--- config.mk ---
export PLATFORM = sky130hd
export DESIGN_NAME = te_radio_seq
export DESIGN_NICKNAME = d
export VERILOG_FILES = /design/src/rtl/te_radio_seq.sv
export SDC_FILE = /design/constraint.sdc
export NUM_CORES = 1
export LEC_CHECK = 0
export CELL_PAD_IN_SITES_DETAIL_PLACEMENT = 1
export CELL_PAD_IN_SITES_GLOBAL_PLACEMENT = 1
export CORE_MARGIN = 4
export CORE_UTILIZATION = 40
export CTS_CLUSTER_DIAMETER = 30
export DETAILED_ROUTE_END_ITERATION = 7
export HOLD_SLACK_MARGIN = 0.12
export PLACE_DENSITY = 0.77
export SYNTH_ARGS = -nofsm -noshare
export SYNTH_HDL_FRONTEND = slang
export SYNTH_SLANG_ARGS = --single-unit
--- constraint.sdc ---
create_clock -name clk -period 3.4 [get_ports clk]
set_input_delay 0.68 -clock clk [delete_from_list [all_inputs] [get_ports clk]]
set_output_delay 0.68 -clock clk [all_outputs]
set_load 0.05 [all_outputs]
--- src/rtl/te_radio_seq.sv ---
// ---------------------------------------------------------------------------
// te_radio_seq
//
// Multi-channel radio enable sequencer. Each channel synchronises its enable
// and RX-mode request, waits for the shared PLL-settled indication, counts out
// a programmable settle time and only then asserts the qualified radio enable
// to the front end. A mode change while active (RX/TX turnaround) re-runs the
// settle time; waiting too long for the PLL parks the channel in a fault
// state that raises teError until the request is withdrawn.
//
// Configuration macro: TE_INPUT_SYNC_EN
//   defined   : 2-flop synchronisers on the asynchronous request inputs.
//   undefined : requests are treated as synchronous; one register stage.
//
// Parameters:
//   NUM_CH        number of independent channels
//   SIZE_T_ARSTFS width of the settle-time input
//   PLL_TIMEOUT   cycles allowed in WAIT_PLL before fault (< 2^16)
//
// Ports:
//   clk                  sole clock
//   rst                  synchronous active-high reset
//   pllSettled           shared PLL lock indication (synchronous)
//   tArstFs              settle time, sampled when a channel enters SETTLE
//   radioEnableUnsynced  per-channel enable request
//   radioRxEnUnsynced    per-channel mode request (1 = RX, 0 = TX)
//   radioEnableSynced    synchronised enable request
//   radioRxEnSynced      synchronised mode request
//   radioEnable          qualified radio enable
//   radioRxEn            qualified RX enable (implies radioEnable)
//   teError              PLL-wait timeout flag
// ---------------------------------------------------------------------------
module te_radio_seq #(
    parameter int NUM_CH        = 2,
    parameter int SIZE_T_ARSTFS = 8,
    parameter int PLL_TIMEOUT   = 255
) (
    input  logic                     clk,
    input  logic                     rst,
    input  logic                     pllSettled,
    input  logic [SIZE_T_ARSTFS-1:0] tArstFs,
    input  logic [NUM_CH-1:0]        radioEnableUnsynced,
    input  logic [NUM_CH-1:0]        radioRxEnUnsynced,
    output logic [NUM_CH-1:0]        radioEnableSynced,
    output logic [NUM_CH-1:0]        radioRxEnSynced,
    output logic [NUM_CH-1:0]        radioEnable,
    output logic [NUM_CH-1:0]        radioRxEn,
    output logic [NUM_CH-1:0]        teError
);

    localparam int CNT_W = 16;
    localparam logic [CNT_W-1:0] PLL_LAST = CNT_W'(PLL_TIMEOUT - 1);

    typedef enum logic [2:0] {
        ST_IDLE,
        ST_WAIT_PLL,
        ST_SETTLE,
        ST_ACTIVE,
        ST_FAULT
    } state_e;

    logic [CNT_W-1:0]  settle_load;
    logic [NUM_CH-1:0] en_sync_q;
    logic [NUM_CH-1:0] rx_sync_q;

    assign settle_load = CNT_W'(tArstFs);

    // ------------------------------------------------------------------
    // Request input stage
    // ------------------------------------------------------------------
`ifdef TE_INPUT_SYNC_EN
    logic [NUM_CH-1:0] en_meta_q;
    logic [NUM_CH-1:0] rx_meta_q;

    always_ff @(posedge clk) begin
        if (rst) begin
            en_meta_q <= '0;
            rx_meta_q <= '0;
            en_sync_q <= '0;
            rx_sync_q <= '0;
        end else begin
            en_meta_q <= radioEnableUnsynced;
            rx_meta_q <= radioRxEnUnsynced;
            en_sync_q <= en_meta_q;
            rx_sync_q <= rx_meta_q;
        end
    end
`else
    always_ff @(posedge clk) begin
        if (rst) begin
            en_sync_q <= '0;
            rx_sync_q <= '0;
        end else begin
            en_sync_q <= radioEnableUnsynced;
            rx_sync_q <= radioRxEnUnsynced;
        end
    end
`endif

    assign radioEnableSynced = en_sync_q;
    assign radioRxEnSynced   = rx_sync_q;

    // ------------------------------------------------------------------
    // Per-channel sequencer
    // ------------------------------------------------------------------
    genvar gi;
    generate
        for (gi = 0; gi < NUM_CH; gi++) begin : g_ch
            state_e           state_q;
            logic [CNT_W-1:0] cnt_q;
            logic             rx_mode_q;
            logic             ena_q;
            logic             rxen_q;
            logic             err_q;
            logic             en;
            logic             rx;

            assign en = en_sync_q[gi];
            assign rx = rx_sync_q[gi];

            // Outputs are registered alongside the state: every branch that
            // lands in ACTIVE or FAULT sets the matching output, everything
            // else leaves the cleared default, so outputs track the state
            // register exactly.
            always_ff @(posedge clk) begin
                if (rst) begin
                    state_q   <= ST_IDLE;
                    cnt_q     <= '0;
                    rx_mode_q <= 1'b0;
                    ena_q     <= 1'b0;
                    rxen_q    <= 1'b0;
                    err_q     <= 1'b0;
                end else begin
                    ena_q  <= 1'b0;
                    rxen_q <= 1'b0;
                    err_q  <= 1'b0;
                    case (state_q)
                        ST_IDLE: begin
                            if (en) begin
                                state_q   <= ST_WAIT_PLL;
                                cnt_q     <= '0;
                                rx_mode_q <= rx;
                            end
                        end
                        ST_WAIT_PLL: begin
                            if (!en) begin
                                state_q <= ST_IDLE;
                            end else if (pllSettled) begin
                                state_q <= ST_SETTLE;
                                cnt_q   <= settle_load;
                            end else if (cnt_q == PLL_LAST) begin
                                state_q <= ST_FAULT;
                                err_q   <= 1'b1;
                            end else begin
                                cnt_q <= cnt_q + 16'd1;
                            end
                        end
                        ST_SETTLE: begin
                            if (!en) begin
                                state_q <= ST_IDLE;
                            end else if (!pllSettled) begin
                                state_q <= ST_WAIT_PLL;
                                cnt_q   <= '0;
                            end else if (cnt_q == '0) begin
                                state_q <= ST_ACTIVE;
                                ena_q   <= 1'b1;
                                rxen_q  <= rx_mode_q;
                            end else begin
                                cnt_q <= cnt_q - 16'd1;
                            end
                        end
                        ST_ACTIVE: begin
                            if (!en) begin
                                state_q <= ST_IDLE;
                            end else if (!pllSettled) begin
                                state_q <= ST_WAIT_PLL;
                                cnt_q   <= '0;
                            end else if (rx != rx_mode_q) begin
                                // Turnaround: front end must re-settle in the new mode.
                                state_q   <= ST_SETTLE;
                                cnt_q     <= settle_load;
                                rx_mode_q <= rx;
                            end else begin
                                ena_q  <= 1'b1;
                                rxen_q <= rx_mode_q;
                            end
                        end
                        ST_FAULT: begin
                            if (!en) begin
                                state_q <= ST_IDLE;
                            end else begin
                                err_q <= 1'b1;
                            end
                        end
                        default: begin
                            state_q <= ST_IDLE;
                        end
                    endcase
                end
            end

            assign radioEnable[gi] = ena_q;
            assign radioRxEn[gi]   = rxen_q;
            assign teError[gi]     = err_q;
        end
    endgenerate

endmodule

==> PnR_summary.wiki <==
{| class="wikitable"
! Metric !! Value
|-
| Fin Clk Skew || about 0.008 ns
|-
| Register bit count reported by yosys || 50
|-
| Site Rows || 35
|-
| Endpoint kind of the worst setup timing path || flip-flop
|-
| Count of fill cells added during filler insertion || 1,165
|-
| Max Fclk || 338.0 MHz
|-
| Post-DR wirelength/cell || 19.31 um
|-
| Routability Congestion || between 0.8 and 0.9
|-
| Total setup violations reported at the end of the flow || 0
|-
| Result of the run || complete, no violations
|-
| # IOs || 25
|-
| Grt ovf || 0
|-
| Min Clock Period, post-route || about 3.0 ns
|-
| Hold Path Cell Cnt || 2
|-
| End of the worst hold path || g_ch[1].rxen_q$_SDFF_PP0_
|-
| Tot GR Track Use || 0.2236
|-
| Post-detailed-placement half-perimeter wirelength || 9.058 mm
|-
| Clock slew at the register clock pins of the worst setup and hold paths || roughly 0.1 ns
|-
| Initial Util || 0.4136
|-
| Launching instance or port of the critical path || pllSettled
|-
| Reg-to-Reg Start || g_ch[1].cnt_q[0]$_SDFFE_PP0P_
|-
| Sequential element share of the synthesized area || 0.2607
|-
| Sink count of the clock tree || 50
|-
| Number of enable flip-flop cells after synthesis || 0
|-
| Netlist Area Pre-Place || about 3800 um^2
|-
| Via total after detailed routing || 3,980
|-
| Post-layout nets || 541
|-
| Horiz. Die Dim || between 100 and 150 um
|-
| Most used cells in the layout excluding fill and tap cells || sky130_fd_sc_hd__a21oi_1 (51), sky130_fd_sc_hd__dfxtp_1 (50), sky130_fd_sc_hd__nor2_1 (46), sky130_fd_sc_hd__nand2_1 (45), sky130_fd_sc_hd__o21ai_0 (30)
|-
| Count of TritonRoute iterations in the first routing pass || 4
|-
| FF+latch area || 1001 um^2
|-
| Critical register-to-register path endpoint || g_ch[1].cnt_q[5]$_SDFFE_PP0P_
|-
| Share of post-route cells with drive strength above 1 || 0.08863
|-
| Core box area || between 9000 and 10,000 um^2
|-
| Final max-slew violation count || 0
|-
| Post-Syn Instances || approximately 520
|-
| P per Cell Area || 290.2 nW/um^2
|-
| Fin util || 0.4562
|-
| Critical setup path kind || in2reg
|-
| RSZ-0062 raised after global routing || false
|-
| TritonCTS clock tree || yes
|-
| Maximum number of pins on one net before global-route repair || 34
|-
| Leak || between 1 and 1.5 nW
|-
| Final clock period utilization by the worst path || 0.8702
|-
| Wire length of the first global-routing pass || 20.65 mm
|-
| Async set-or-reset flop fraction in the synthesized netlist || 0
|-
| CTS Hold Buffers Added || 0
|-
| Post-Syn Nets || 547
|-
| Port buffer count || 24
|-
| H-tree depth reported by CTS || 2
|-
| Post-synth cell types || 72
|-
| Max-capacitance violation count || 0
|-
| Highest fanout seen on the critical path || 15
|-
| Yosys top cell area share || 0.2607
|-
| Number of clock buffers inserted by TritonCTS || 5
|-
| Floorplan die height || 106.0 um
|-
| FF-to-FF setup slack || a little over 0.5 ns
|-
| Die Outline Area || ~11,000 um^2
|-
| Number of diodes added for antenna fixing || 0
|-
| Number of cells on the worst reg-to-reg path || 8
|-
| Number of antenna violations at the first check in global routing || 0
|-
| Startpoint of the most critical hold path || g_ch[1].rx_mode_q$_SDFFE_PP0P_
|-
| Count of nets left with antenna violations after detail routing || 0
|-
| Number of setup buffers added after CTS || 0
|-
| CP required || 3.61 ns
|-
| DRC violation count after routing || 0
|-
| Area contributors post-synth || sky130_fd_sc_hd__dfxtp_1 (26%), sky130_fd_sc_hd__a21oi_1 (6.6%), sky130_fd_sc_hd__nor2_1 (4.5%), sky130_fd_sc_hd__nand2_1 (4.4%), sky130_fd_sc_hd__clkbuf_1 (4.0%)
|-
| Post-Route WL || 12.51 mm
|-
| Type of element launching the critical path || input pin
|-
| Maximum ir drop on the vdd rail || ~0.14 mV
|-
| Post-synth top flop || sky130_fd_sc_hd__dfxtp_1
|-
| # resized after CTS || 0
|-
| Worst skew pair latency || 0.31 ns
|-
| Total area of multi-input combinational cells || 2565 um^2
|-
| Maximum buffer depth of the clock tree || 2
|-
| Endpoint arrival time on the critical path || 3.16 ns
|-
| Cell type with the largest total area after synthesis || sky130_fd_sc_hd__dfxtp_1
|-
| Setup tns final || 0 ns
|-
| Most common library cell in the layout ignoring fill and taps || sky130_fd_sc_hd__a21oi_1
|-
| Number of warning messages in the yosys log || 0
|-
| Endpoints failing hold || 0
|-
| Synth Area per Inst || 7.328 um^2
|-
| Drt via density || 6.142
|-
| Worst relative slew slack || 0.2867
|-
| Tightest Pin Transition || 1.064 ns
|-
| Root buf cell || sky130_fd_sc_hd__clkbuf_8
|-
| DRT iter0 DRCs || 179
|-
| Number of global-route vias before repair || 4,037
|-
| Hold/Removal Path Class || reg2reg
|-
| Layout Area Growth over Synthesis || 10.30%
|}
## worst max path at each step
stage          cells past startpoint  slack (ns)                              to
6_report                           7        0.44  g_ch[0].cnt_q[14]$_SDFFE_PP0P_
3_3_place_gp                       7        0.29  g_ch[0].cnt_q[14]$_SDFFE_PP0P_
4_1_cts                            8        0.49   g_ch[1].cnt_q[5]$_SDFFE_PP0P_
3_5_place_dp                       7        0.19  g_ch[0].cnt_q[14]$_SDFFE_PP0P_
2_1_floorplan                     10        0.94   g_ch[1].cnt_q[7]$_SDFFE_PP0P_
5_1_grt                            7        0.28  g_ch[0].cnt_q[14]$_SDFFE_PP0P_
## synth_stat cells, types with 9 or more instances
master                     count
sky130_fd_sc_hd__nand3_1      21
sky130_fd_sc_hd__o22ai_1       9
sky130_fd_sc_hd__inv_1        11
sky130_fd_sc_hd__nor2_1       46
sky130_fd_sc_hd__o21ai_0      30
sky130_fd_sc_hd__nor2b_1       9
sky130_fd_sc_hd__dfxtp_1      50
sky130_fd_sc_hd__clkbuf_1     41
sky130_fd_sc_hd__a21oi_1      51
sky130_fd_sc_hd__nor3_1       21
sky130_fd_sc_hd__a31oi_1      11
sky130_fd_sc_hd__a22o_1       10
sky130_fd_sc_hd__nand2_1      45
sky130_fd_sc_hd__or3_1        14
## report_power, final
part | internal [W] | switching, W | total (W)
registers | 0.000594 | 0.0000159 | 0.000610
logic | 0.0000674 | 0.000111 | 0.000178
clock network | 0.000221 | 0.000220 | 0.000441
## through the flow
| stage | power, W | setup WS [ns] | std cells | instance area, um^2 | hold slack [ns] |
|---|---|---|---|---|---|
| 3_5_place_dp | 0.0007988 | 0.1942 | 640 | 4129 | 0.5079 |
| 5_1_grt | 0.001272 | 0.2794 | 648 | 4235 | 0.5649 |
| 6_report | 0.001229 | 0.4414 | 648 | 4235 | 0.5270 |
| 4_1_cts | 0.001232 | 0.4902 | 648 | 4235 | 0.5193 |
| 3_3_place_gp | 0.0007944 | 0.2889 | 640 | 4129 | 0.5003 |
| 2_1_floorplan | 0.0007327 | 0.9427 | 524 | 3840 | 0.4666 |
## area by class of cell
| cell class | count | share of cell area |
|---|---|---|
| Clock buffer | 7 | 0.01802 |
| Timing Repair Buffer | 39 | 0.08331 |
| Tap cell | 129 | 0.03811 |
| Inverter | 13 | 0.01152 |
| Sequential cell | 50 | 0.2363 |
| Multi-Input combinational cell | 409 | 0.6056 |
| Clock inverter | 1 | 0.007090 |
## registers in the layout, indices dropped and copies added (netlist names)
register           cells
g_ch.err_q             2
g_ch.ena_q             2
g_ch.state_q           6
radioRxEnSynced        2
radioEnableSynced      2
g_ch.rxen_q            2
g_ch.rx_mode_q         2
g_ch.cnt_q            32
## cells by family after synthesis
group | share of synthesized area
and+or+nand+nor | 0.3073
AOI/OAI and AO/OA | 0.2799
buffers and inverters | 0.07461
DFF | 0.2607
xor gates and xnor gates | 0.02737
muxes | 0.02411
adders and majority gates | 0.02607
## routing by layer
metal / share of wire / global-route usage / up-vias
met3: 0.029 / 0.02732 / 26
met1: 0.43 / 0.2761 / 1959
li1: - / - / 1919
met4: 0.023 / 0.06660 / 0
met5: 0 / 0 / -
met2: 0.52 / 0.4053 / 76
## critical path, stage by stage
cell                              delay [ns]
sky130_fd_sc_hd__clkdlybuf4s50_1        0.59
sky130_fd_sc_hd__nand3b_1               0.28
sky130_fd_sc_hd__or2_2                  0.25
sky130_fd_sc_hd__nor3_2                 0.09
sky130_fd_sc_hd__nor3_2                 0.81
sky130_fd_sc_hd__nand2_1                0.15
sky130_fd_sc_hd__a32o_1                 0.30
(Power assumes the default switching activity.)
